==> config.mk <==
export PLATFORM = sky130hd
export DESIGN_NAME = word_loader
export DESIGN_NICKNAME = d
export VERILOG_FILES = /design/src/rtl/word_loader.sv
export SDC_FILE = /design/constraint.sdc
export NUM_CORES = 1
export LEC_CHECK = 0
export BUFFER_PORTS_ARGS = -buffer_cell sky130_fd_sc_hd__buf_2
export CAP_MARGIN = 20
export CELL_PAD_IN_SITES_DETAIL_PLACEMENT = 1
export CELL_PAD_IN_SITES_GLOBAL_PLACEMENT = 2
export CORE_MARGIN = 10
export CORE_UTILIZATION = 37
export CTS_BUF_LIST = sky130_fd_sc_hd__clkbuf_4
export DETAILED_ROUTE_END_ITERATION = 8
export PLACE_DENSITY = 0.81
export SETUP_SLACK_MARGIN = 0.5
export SLEW_MARGIN = 5
export SYNTH_ARGS = -nofsm -noshare
export SYNTH_HDL_FRONTEND = slang
export SYNTH_SLANG_ARGS = --single-unit
==> constraint.sdc <==
create_clock -name blocker_clk -period 2.8 [get_ports blocker_clk]
set_clock_uncertainty 0.2 [all_clocks]
set_input_delay 0.14 -clock blocker_clk [delete_from_list [all_inputs] [get_ports blocker_clk]]
set_output_delay 0.14 -clock blocker_clk [all_outputs]
set_load 0.005 [all_outputs]
==> src/rtl/word_loader.sv <==
// word_loader
//
// Accepts a packed word of WORD_LENGTH characters and writes it, one character
// per cycle, into a single-port SRAM starting at base_addr, followed by a NUL
// terminator. A NUL inside the word ends the load early; that write is the
// terminator itself. After the load, the block waits for match_done before it
// accepts the next word.
//
// Optional feature: define WORD_LOADER_STATS_EN to add the 16-bit word_count
// output. It counts completed loads and wraps from 0xFFFF to 0.
//
// Ports
//   blocker_clk   clock, rising edge
//   rst_n         asynchronous active-low reset
//   word_valid    upstream offers a packed word
//   word_ready    high in IDLE only (decoded from state)
//   word          packed word, char 0 in bits [DATA_WIDTH-1:0]
//   base_addr     first SRAM address, sampled when the word is accepted
//   sram_cs/we    high during write cycles only
//   sram_addr     write address (holds its last value when idle)
//   sram_din      write data (holds its last value when idle)
//   load_done     one-cycle pulse after the terminator is written
//   match_done    downstream has finished with the word (used in WAIT only)
//   busy          high in every state except IDLE
//   overflow      sticky: the address wrapped during the current load
//   word_count    (WORD_LOADER_STATS_EN only) number of completed loads
module word_loader #(
   parameter int ADDR_WIDTH  = 4,
   parameter int WORD_LENGTH = 3,
   parameter int DATA_WIDTH  = 8
) (
   input  logic                              blocker_clk,
   input  logic                              rst_n,
   input  logic                              word_valid,
   output logic                              word_ready,
   input  logic [WORD_LENGTH*DATA_WIDTH-1:0] word,
   input  logic [ADDR_WIDTH-1:0]             base_addr,
   output logic                              sram_cs,
   output logic                              sram_we,
   output logic [ADDR_WIDTH-1:0]             sram_addr,
   output logic [DATA_WIDTH-1:0]             sram_din,
   output logic                              load_done,
   input  logic                              match_done,
   output logic                              busy,
   output logic                              overflow
`ifdef WORD_LOADER_STATS_EN
   ,
   output logic [15:0]                       word_count
`endif
);

   localparam int IDX_W = (WORD_LENGTH > 1) ? $clog2(WORD_LENGTH) : 1;
   localparam logic [IDX_W-1:0] LAST_IDX = IDX_W'(WORD_LENGTH - 1);

   typedef enum logic [2:0] {
      IDLE,
      WRITE,
      TERM,
      DONE,
      WAIT
   } state_t;

   state_t                state;
   state_t                state_nxt;
   logic [DATA_WIDTH-1:0] chars [WORD_LENGTH];
   logic [DATA_WIDTH-1:0] cur_char;
   logic [DATA_WIDTH-1:0] din_last;
   logic [ADDR_WIDTH-1:0] addr;
   logic [IDX_W-1:0]      idx;
   logic                  accept;
   logic                  more_writes;

   assign accept   = word_valid && word_ready;
   assign cur_char = chars[idx];

   // State register
   always_ff @(posedge blocker_clk or negedge rst_n) begin
      if (!rst_n) begin
         state <= IDLE;
      end else begin
         state <= state_nxt;
      end
   end

   // Next-state logic. more_writes marks a WRITE cycle that is followed by
   // another write; only then does the address advance. The address therefore
   // stays on the last written location, and a wrap counts as overflow only
   // when a write really lands on the wrapped address.
   always_comb begin
      state_nxt   = state;
      more_writes = 1'b0;
      case (state)
         IDLE: begin
            if (word_valid) state_nxt = WRITE;
         end
         WRITE: begin
            if (cur_char == '0) begin
               state_nxt = DONE;
            end else if (idx == LAST_IDX) begin
               state_nxt   = TERM;
               more_writes = 1'b1;
            end else begin
               state_nxt   = WRITE;
               more_writes = 1'b1;
            end
         end
         TERM:    state_nxt = DONE;
         DONE:    state_nxt = WAIT;
         WAIT: begin
            if (match_done) state_nxt = IDLE;
         end
         default: state_nxt = IDLE;
      endcase
   end

   // Outputs are decoded from state. Reset therefore forces them to their
   // idle values immediately.
   assign word_ready = (state == IDLE);
   assign busy       = (state != IDLE);
   assign load_done  = (state == DONE);
   assign sram_cs    = (state == WRITE) || (state == TERM);
   assign sram_we    = sram_cs;
   assign sram_addr  = addr;
   assign sram_din   = (state == WRITE) ? cur_char :
                       (state == TERM)  ? '0       : din_last;

   // Control and address state
   always_ff @(posedge blocker_clk or negedge rst_n) begin
      if (!rst_n) begin
         addr     <= '0;
         idx      <= '0;
         overflow <= 1'b0;
         din_last <= '0;
      end else begin
         if (accept) begin
            addr     <= base_addr;
            idx      <= '0;
            overflow <= 1'b0;
         end else if (state == WRITE) begin
            idx <= idx + 1'b1;
            if (more_writes) begin
               addr <= addr + 1'b1;
               if (&addr) overflow <= 1'b1;
            end
         end
         if (sram_cs) din_last <= sram_din;
      end
   end

   // Captured word: data only. It is not reset because it is only read after
   // an accept has loaded it.
   always_ff @(posedge blocker_clk) begin
      if (accept) begin
         for (int i = 0; i < WORD_LENGTH; i++) begin
            chars[i] <= word[i*DATA_WIDTH +: DATA_WIDTH];
         end
      end
   end

`ifdef WORD_LOADER_STATS_EN
   always_ff @(posedge blocker_clk or negedge rst_n) begin
      if (!rst_n) begin
         word_count <= '0;
      end else if (state == DONE) begin
         word_count <= word_count + 16'd1;
      end
   end
`endif

endmodule

==> run metrics <==
outcome completed; unrepaired setup endpoints after global routing false; Final Critical Period 2.20 ns; normalized max-slew margin 0.707; FF+latch area around 1200 um^2; Bufs on Longest Clock Path 2; Post-synth EDFFs 24; DP HPWL 3310 um; Final Hold Vio Count 0; worst skew pair latency ~0.35 ns; power per cell area around 1100 nW/um^2; largest family of logic cells by synthesized area multiplexers; Highest Clock Rate ~0.45 GHz; Rows 26; fin crit share 0.786; Synth Area per Inst roughly 14 um^2; Initial Utilization 0.382; Port Buffer Count 49; Area Overhead vs Synth 35.3%; number of max-cap violations 0; critical path data arrival time between 1.5 and 2 ns; die extent in y roughly 93 um; Synth Register Bits 42; clk root buf clkbuf_4; Final TNS setup 0 ns; Num CTS Buffers 5; Vias between 1000 and 1500; Syn Inst Count ~140; Synth cell types 33; largest net degree at the start of global routing 31; post-layout instance area around 2700 um^2; CP required around 2.5 ns; Peak VDD IR 0.000424 V; max-slew violation count 0; Total GRT Usage 0.117; ys async rst share 0.429; Post-synth top cells 24 x edfxtp_1, 18 x dfrtp_1, 15 x o21ai_0; Final Routed Wirelength roughly 4700 um; total grt overflow 0; top cell type by total area after synthesis edfxtp_1; vias in the first global route 1548; Final GP Congestion around 0.8; Crit Path Class reg2out; number of diodes 0; # DRC 0; Routed Antenna Nets 0; iteration count of the initial detailed-routing pass 4; Core Region 5140 um^2; Horiz. Die Dim between 90 and 100 um; Iter 0 DRT Violations 75; CP Capture Type primary output; I/O Pins 50; first-pass GRT wire length 8150 um; register area share after synthesis 0.596; mux contribution to synthesized area 0.158; number of vias per cell around 4.7; placed inst area 2270 um^2; Simple-Gate Fraction of Synth Area 0.102; R2R depth 6; clock sink count 42; Startpoint Class flop; Post-Synth Adder-Cell Area 0.0127; FILL cells 560; Routed WL per cell 16.0 um; area share of the largest cell type after synthesis 0.367; slew of the pin with the lowest slew margin 0.439 ns; setup violators final 0; Synth area leaders edfxtp_1 37%, dfrtp_1 23%, mux2i_4 9.2%; clk slew on worst S/H paths 0.13 ns; htree depth 2; multi-input logic area 736 um^2; Synth Area in XOR/XNOR 0.0134; Final Non-Filler Cells around 290; post-synthesis cell area approximately 2000 um^2; CTS tree yes; nets roughly 260; share of layout cells above drive strength 1 0.362; Leak Pwr between 1 and 1.5 nW; HP Class in2async; dpl cells between 200 and 300; initial antenna violation count 0; most common cell in the netlist edfxtp_1; compound-cell area share of the yosys netlist 0.0827; Util after Layout 0.517; Die ar. between 8000 and 9000 um^2; YS warnings 0; worst-path fanout max 21; main flop type after synthesis edfxtp_1; Net Count, Synth roughly 170
worst max-delay path, stage by stage (launching register included):
cell and delay [ns]:
dfrtp_1 0.47, or3b_1 0.40, buf_4 0.21, o21ai_0 0.26, buf_2 0.17
final cells by class:
cell class                      count  area share
Multi-Input combinational cell     85       0.277
Tap cell                           70      0.0329
Clock inverter                      3     0.00706
Clock buffer                        5      0.0141
Sequential cell                    42       0.441
Timing Repair Buffer               84       0.221
Inverter                            5     0.00706
layer usage:
metal / track usage / vias up / part of all wire
met5: 0 / - / 0
met4: 0.0347 / 0 / 0.013
met3: 0.0428 / 8 / 0.058
met2: 0.203 / 33 / 0.51
met1: 0.130 / 663 / 0.42
li1: - / 665 / -
stage by stage:
| step | setup slack [ns] | power (mW) | hold WS (ns) |
|---|---|---|---|
| after global routing | 0.518 | 3.06 | 0.0878 |
| after floorplan | 0.691 | 2.04 | -0.356 |
| after global placement | 0.657 | 2.42 | -0.0971 |
| after CTS | 0.520 | 2.84 | 0.0680 |
| after detailed placement | 0.552 | 2.49 | -0.0853 |
| final | 0.600 | 2.81 | 0.0487 |
power by group:
| part | internal [mW] | switching, mW |
|---|---|---|
| Combinational | 0.704 | 0.761 |
| Sequential | 0.888 | 0.150 |
| Clock | 0.0985 | 0.208 |
timing repair:
item,CTS,global route
hold endpoints to repair,49,0
setup buffers,0,0
hold buffers,32,0
pin swaps,0,0
setup endpoints to repair,8,8
resized for setup,1,2
sequential cells by signal, indices dropped and copies added, names as in the netlist:
signal / count
sram_addr: 4
idx: 2
state: 3
overflow: 1
din_last: 8
chars: 24
cells by family after synthesis:
logic type                 after synthesis
adders and majority gates                2
xor gates and xnor gates                 3
and+or+nand+nor                         35
AOI/OAI and AO/OA                       28
DFF                                     42
buffers and inverters                   10
muxes                                   17
path summary, 6_finish.rpt:
path	startpoint	endpoint	slack [ns]
setup / recovery	state[1]$_DFFE_PN0P_	sram_din[0]	0.60
hold / removal	rst_n	din_last[6]$_DFFE_PN0P_	0.05
setup reg to reg	idx[0]$_DFFE_PN0P_	sram_addr[1]$_DFFE_PN0P_	0.70
hold reg to reg	din_last[0]$_DFFE_PN0P_	din_last[0]$_DFFE_PN0P_	0.29
max in group asynchronous	rst_n	idx[0]$_DFFE_PN0P_	2.02
min in group blocker_clk	word[13]	chars[1][5]$_DFFE_PP_	0.29
cells in the final DEF (no fill, tap or decap), drive strengths merged, types with 3 or more instances in the layout:
master,instances
dfrtp,18
mux2,8
dlygate4sd3,32
mux2i,9
nor3,3
o21ai,21
clkbuf,5
buf,52
edfxtp,24
nand2,11
nor2,9
inv,6
(Power assumes the default switching activity.)
